==> src/rtl/manejo_escritura_resultado.sv <==
// Packs filtered pixels MSB-first into memory words and writes each word to
// result memory with the request/complete/release handshake.
module manejo_escritura_resultado #(
  parameter int unsigned BITS_FILA          = 64,
  parameter int unsigned BITS_PIXEL         = 8,
  parameter int unsigned BITS_DIRECCION_MEM = 17,
  parameter int unsigned COLUMNA_MEM        = 0,
  parameter int unsigned SUMA_SIG_FILA      = 256,
  parameter int unsigned CANTIDAD_PALABRAS  = 256
) (
  input  logic                          clk,
  input  logic                          reset,
  input  logic                          iniciar_proceso,
  input  logic [BITS_PIXEL-1:0]         pixel_filtrado,
  input  logic                          pixel_valido,
  input  logic                          transaccion_mem_completada,
  output logic                          listo_para_pixel,
  output logic                          escribir_mem,
  output logic [BITS_FILA-1:0]          datos_mem,
  output logic [BITS_DIRECCION_MEM-1:0] direccion_mem,
  output logic                          liberar_bus_mem,
  output logic                          escritura_completa
);

  localparam int unsigned PIX_POR_FILA = BITS_FILA / BITS_PIXEL;
  localparam int unsigned BITS_CNT_PIX = (PIX_POR_FILA > 1) ? $clog2(PIX_POR_FILA) : 1;
  localparam int unsigned BITS_CNT_PAL = $clog2(CANTIDAD_PALABRAS + 1);

  localparam logic [BITS_DIRECCION_MEM-1:0] DIR_INICIAL = BITS_DIRECCION_MEM'(COLUMNA_MEM);
  localparam logic [BITS_DIRECCION_MEM-1:0] DIR_PASO    = BITS_DIRECCION_MEM'(SUMA_SIG_FILA);
  localparam logic [BITS_CNT_PIX-1:0]       ULT_PIX     = BITS_CNT_PIX'(PIX_POR_FILA - 1);
  localparam logic [BITS_CNT_PAL-1:0]       ULT_PAL     = BITS_CNT_PAL'(CANTIDAD_PALABRAS - 1);

  typedef enum logic [2:0] {
    REPOSO,
    ACUMULAR,
    ESCRIBIR,
    LIBERAR,
    FIN
  } estado_t;

  estado_t                         estado_q;
  logic [BITS_CNT_PIX-1:0]         cnt_pix_q;
  logic [BITS_CNT_PAL-1:0]         cnt_pal_q;
  logic [BITS_FILA-1:0]            datos_q;
  logic [BITS_FILA-1:0]            datos_d;
  logic [BITS_DIRECCION_MEM-1:0]   dir_q;
  logic [BITS_DIRECCION_MEM-1:0]   dir_d;
  logic                            listo_q;
  logic                            esc_q;
  logic                            lib_q;
  logic                            fin_q;

  // New pixel enters the low byte, so the first pixel of a word ends up on top.
  always_comb begin
    datos_d = (datos_q << BITS_PIXEL) | BITS_FILA'(pixel_filtrado);
    dir_d   = dir_q + DIR_PASO;
  end

  always_ff @(posedge clk or posedge reset) begin
    if (reset) begin
      estado_q  <= REPOSO;
      cnt_pix_q <= '0;
      cnt_pal_q <= '0;
      datos_q   <= '0;
      dir_q     <= DIR_INICIAL;
      listo_q   <= 1'b0;
      esc_q     <= 1'b0;
      lib_q     <= 1'b0;
      fin_q     <= 1'b0;
    end else begin
      lib_q <= 1'b0;
      fin_q <= 1'b0;
      case (estado_q)
        REPOSO: begin
          if (iniciar_proceso) begin
            estado_q  <= ACUMULAR;
            dir_q     <= DIR_INICIAL;
            cnt_pix_q <= '0;
            cnt_pal_q <= '0;
            listo_q   <= 1'b1;
          end
        end
        ACUMULAR: begin
          if (pixel_valido) begin
            datos_q <= datos_d;
            if (cnt_pix_q == ULT_PIX) begin
              cnt_pix_q <= '0;
              estado_q  <= ESCRIBIR;
              listo_q   <= 1'b0;
              esc_q     <= 1'b1;
            end else begin
              cnt_pix_q <= cnt_pix_q + 1'b1;
            end
          end
        end
        ESCRIBIR: begin
          if (transaccion_mem_completada) begin
            estado_q <= LIBERAR;
            esc_q    <= 1'b0;
            lib_q    <= 1'b1;
          end
        end
        LIBERAR: begin
          dir_q     <= dir_d;
          cnt_pal_q <= cnt_pal_q + 1'b1;
          if (cnt_pal_q == ULT_PAL) begin
            estado_q <= FIN;
            fin_q    <= 1'b1;
          end else begin
            estado_q <= ACUMULAR;
            listo_q  <= 1'b1;
          end
        end
        FIN: begin
          estado_q <= REPOSO;
        end
        default: begin
          estado_q <= REPOSO;
          listo_q  <= 1'b0;
          esc_q    <= 1'b0;
        end
      endcase
    end
  end

  assign listo_para_pixel   = listo_q;
  assign escribir_mem       = esc_q;
  assign datos_mem          = datos_q;
  assign direccion_mem      = dir_q;
  assign liberar_bus_mem    = lib_q;
  assign escritura_completa = fin_q;

endmodule

==> config.mk <==
export PLATFORM = sky130hd
export DESIGN_NAME = manejo_escritura_resultado
export DESIGN_NICKNAME = d
export VERILOG_FILES = /design/src/rtl/manejo_escritura_resultado.sv
export SDC_FILE = /design/constraint.sdc
export NUM_CORES = 1
export LEC_CHECK = 0
export CORE_ASPECT_RATIO = 0.75
export CORE_MARGIN = 1.5
export CORE_UTILIZATION = 53
export DETAILED_ROUTE_END_ITERATION = 8
export PLACE_DENSITY = 0.86
export SYNTH_ARGS = -nofsm -noshare
export SYNTH_HDL_FRONTEND = slang
export SYNTH_SLANG_ARGS = --single-unit
==> constraint.sdc <==
create_clock -name clk -period 7.65 [get_ports clk]
set_input_delay 0.765 -clock clk [delete_from_list [all_inputs] [get_ports clk]]
set_output_delay 0.765 -clock clk [all_outputs]
set_load 0.02 [all_outputs]
==> reports/metrics.yaml <==
setup_path:
  maximum_fanout_along_the_worst_path: 67
  cp.required_ns: 7.89
  critical_path_class: "input port to flip-flop"
  startpoint_type_of_the_worst_setup_path: "input port"
  critical_path.endpoint_type: "flip-flop"
  arrival_ns: 2.61
clock_network:
  cts-htree-levels: 3
  largest_buffer_count_on_any_clock_path: 2
  cts_tree: "done"
  insertion_delay_ns: 0.36
  postCtsHoldBufs: 0
  clock_sink_count: 92
  cts.clk_slew.worst_paths_ns: 0.09
  postCtsSetupBuffers: 0
  ctsRootBufferMaster: "sky130_fd_sc_hd__clkbuf_8"
  cts_resized: 0
  total_cts_buffers: 9
yosys:
  synthesis.area_um2: 3911
  synth-async-reset-ratio_pct: 100.0
  count_of_distinct_cell_types_in_the_synthesized_netlist: 43
  ys_seq_area_share_pct: 58.86
  synth_top_flop_cell: "sky130_fd_sc_hd__dfrtp_1"
  ys_ff_latch: 92
  synth-edff-count: 0
  post_synth_inst_count: 275
  synth_warnings: 0
  synth.avg_cell_area_um2: 14.22
die:
  die_h_um: 77.40
  floorplan.io_pins: 98
  fp-row-count: 26
  start_util_pct: 56.18
  die_width_um: 102.2
  die_area_um2: 7909
  core_region_area_um2: 6962
sta:
  layout_min_cycle_time_ns: 2.366
  fmaxAchievable_mhz: 422.7
  postLayoutSetupSlackWorst_ns: 5.284
  worst_clk_skew_ns: 0.01161
  hold_viol_final: 0
  tightestPinTransition_ns: 1.128
  max-slew-margin-rel_pct: 24.82
  finalHoldWorstSlack_ns: 0.4790
  timing.final.max_slew_violations: 0
  final-setup-viol-count: 0
  fin_crit_sh_pct: 30.93
  rsz0062_at_grt: "no"
  setup-tns-final_ns: 0
pwr:
  cellLeakagePower_nw: 2.090
  power-per-cell-area_nw_per_um2: 422.6
  vdd.ir_drop.worst_mv: 0.2020
  fin_total_pwr_w: 0.002114
placement:
  portBuffers: 89
  place.gp.congestion: 0.8047
  dpl.hpwl_um: 5174
  placed_cells: 449
  place_ws_ns: 4.930
drt:
  vias: 2482
  first_iter_violations: 118
  detail_route.drc_violations: 0
  post_drt_via_cell_ratio: 5.338
  route.detailed.wl_per_inst_um: 16.28
  route.final.wire_length_um: 7570
  antenna_violating_nets_post_route: 0
  drt_pre_antenna_iters: 4
finish:
  syn2layout_area_growth_pct: 27.90
  num-fill-cells: 490
  antenna_cells_inserted: 0
  design.final.nets: 380
  layout.cells.most_common: "sky130_fd_sc_hd__dfrtp_1"
  layoutNonFillerInstCount: 465
  drive_above_1_share_pct: 17.98
  layout.cells.most_common_list: "sky130_fd_sc_hd__dfrtp_1 (92), sky130_fd_sc_hd__clkdlybuf4s50_1 (89), sky130_fd_sc_hd__mux2_2 (38)"
grt:
  grt_pass1_vias: 2427
  antenna_violations_before_repair: 0
  grt_usage_pct: 20.66
  grt_pass1_wl_um: 12520
  maximum_number_of_pins_on_one_net_before_global_route_repair: 93
  overflow: 0
status:
  run_status: "finished, final reports clean"
run:
  maxCapViolCount: 0
worst_hold_path:
  hold_class: "flip-flop to flip-flop"
power breakdown:
part / switching [W] / total (W) / internal (W)
Sequential: 0.000172 / 0.000863 / 0.000691
Combinational: 0.000442 / 0.000924 / 0.000482
Clock: 0.000172 / 0.000326 / 0.000154
Total: 0.000786 / 0.00211 / 0.00133
worst paths after layout:
path	startpoint	end	slack, ns	cells after the start
setup / recovery	pixel_valido	datos_mem[10]$_DFFE_PP0P_	5.28	5
hold / removal	cnt_pal_q[7]$_DFFE_PP0P_	cnt_pal_q[7]$_DFFE_PP0P_	0.48	1
setup reg to reg	estado_q[1]$_DFFE_PP0P_	direccion_mem[11]$_DFFE_PP0P_	5.34	3
hold reg to reg	cnt_pal_q[7]$_DFFE_PP0P_	cnt_pal_q[7]$_DFFE_PP0P_	0.48	1
max in group asynchronous	reset	direccion_mem[15]$_DFFE_PP0P_	5.85	3
min in group asynchronous	reset	datos_mem[6]$_DFFE_PP0P_	1.09	3
registers in the layout, summed over array words and instances, names as in the netlist:
signal / cells
estado_q: 3
datos_mem: 64
direccion_mem: 9
cnt_pal_q: 9
liberar_bus_mem: 1
listo_para_pixel: 1
escritura_completa: 1
escribir_mem: 1
cnt_pix_q: 3
final cells by class:
class | instances | area, um2 | area share [%]
clock inverter | 6 | 71.32 | 1.426
multi-input combinational | 161 | 1445 | 28.89
sequential | 92 | 2302 | 46.02
timing repair buffer | 91 | 905.9 | 18.11
inverter | 7 | 27.53 | 0.5503
tap | 98 | 122.6 | 2.451
clock buffer | 10 | 127.6 | 2.551
cells in the mapped netlist (2+ instances only):
| library cell | count | area [um2] |
|---|---|---|
| sky130_fd_sc_hd__buf_2 | 4 | 20.02 |
| sky130_fd_sc_hd__o31ai_1 | 3 | 22.52 |
| sky130_fd_sc_hd__nand3b_1 | 2 | 15.01 |
| sky130_fd_sc_hd__inv_1 | 7 | 26.28 |
| sky130_fd_sc_hd__nor4_2 | 3 | 37.54 |
| sky130_fd_sc_hd__buf_6 | 5 | 56.30 |
| sky130_fd_sc_hd__nand2b_1 | 2 | 12.51 |
| sky130_fd_sc_hd__nor2_1 | 7 | 26.28 |
| sky130_fd_sc_hd__mux2_1 | 29 | 326.6 |
| sky130_fd_sc_hd__a22o_1 | 7 | 61.31 |
| sky130_fd_sc_hd__dfrtp_1 | 92 | 2302 |
| sky130_fd_sc_hd__mux2_2 | 38 | 427.9 |
| sky130_fd_sc_hd__o41ai_2 | 2 | 32.53 |
| sky130_fd_sc_hd__a21oi_1 | 4 | 20.02 |
| sky130_fd_sc_hd__mux2i_1 | 5 | 50.05 |
| sky130_fd_sc_hd__nand2_1 | 10 | 37.54 |
| sky130_fd_sc_hd__buf_4 | 12 | 90.09 |
| sky130_fd_sc_hd__o311ai_1 | 3 | 26.28 |
| sky130_fd_sc_hd__xnor2_1 | 2 | 17.52 |
| sky130_fd_sc_hd__ha_1 | 5 | 62.56 |
| sky130_fd_sc_hd__o21ai_0 | 4 | 20.02 |
| sky130_fd_sc_hd__nand3_1 | 8 | 40.04 |
critical path, cell delays in order:
cell                              delay, ns
sky130_fd_sc_hd__clkdlybuf4s50_1       0.50
sky130_fd_sc_hd__nand2_2               0.09
sky130_fd_sc_hd__nor3_4                0.13
sky130_fd_sc_hd__buf_4                 0.67
sky130_fd_sc_hd__mux2_2                0.42
per-stage QoR:
step                instance area (um2)  util (%)
floorplan                          3938         -
global placement                   4803     69.00
detailed placement                 4803     69.00
CTS                                5002     71.85
global route                       5002     71.85
finish                             5002     71.85
logic make-up (layout without fill, tap and decap cells):
family | count (synthesis) | count (layout) | share of synthesized area, %
adders and majority gates | 5 | 5 | 1.599
other | 1 | 8 | 0.09588
muxes | 72 | 72 | 20.57
xor gates and xnor gates | 2 | 2 | 0.4479
DFF | 92 | 92 | 58.86
and+or+nand+nor | 44 | 44 | 7.262
AOI/OAI and AO/OA | 30 | 30 | 6.143
buffers and inverters | 29 | 114 | 5.022
layer usage:
layer	track usage, %	vias to the layer above	wire [um]
li1	-	1153	-
met1	29.24	1241	3450
met2	31.66	77	3644
met3	4.955	11	380
met4	6.575	0	94
met5	0	-	0
Note: power is estimated with default switching activity, not from simulation.
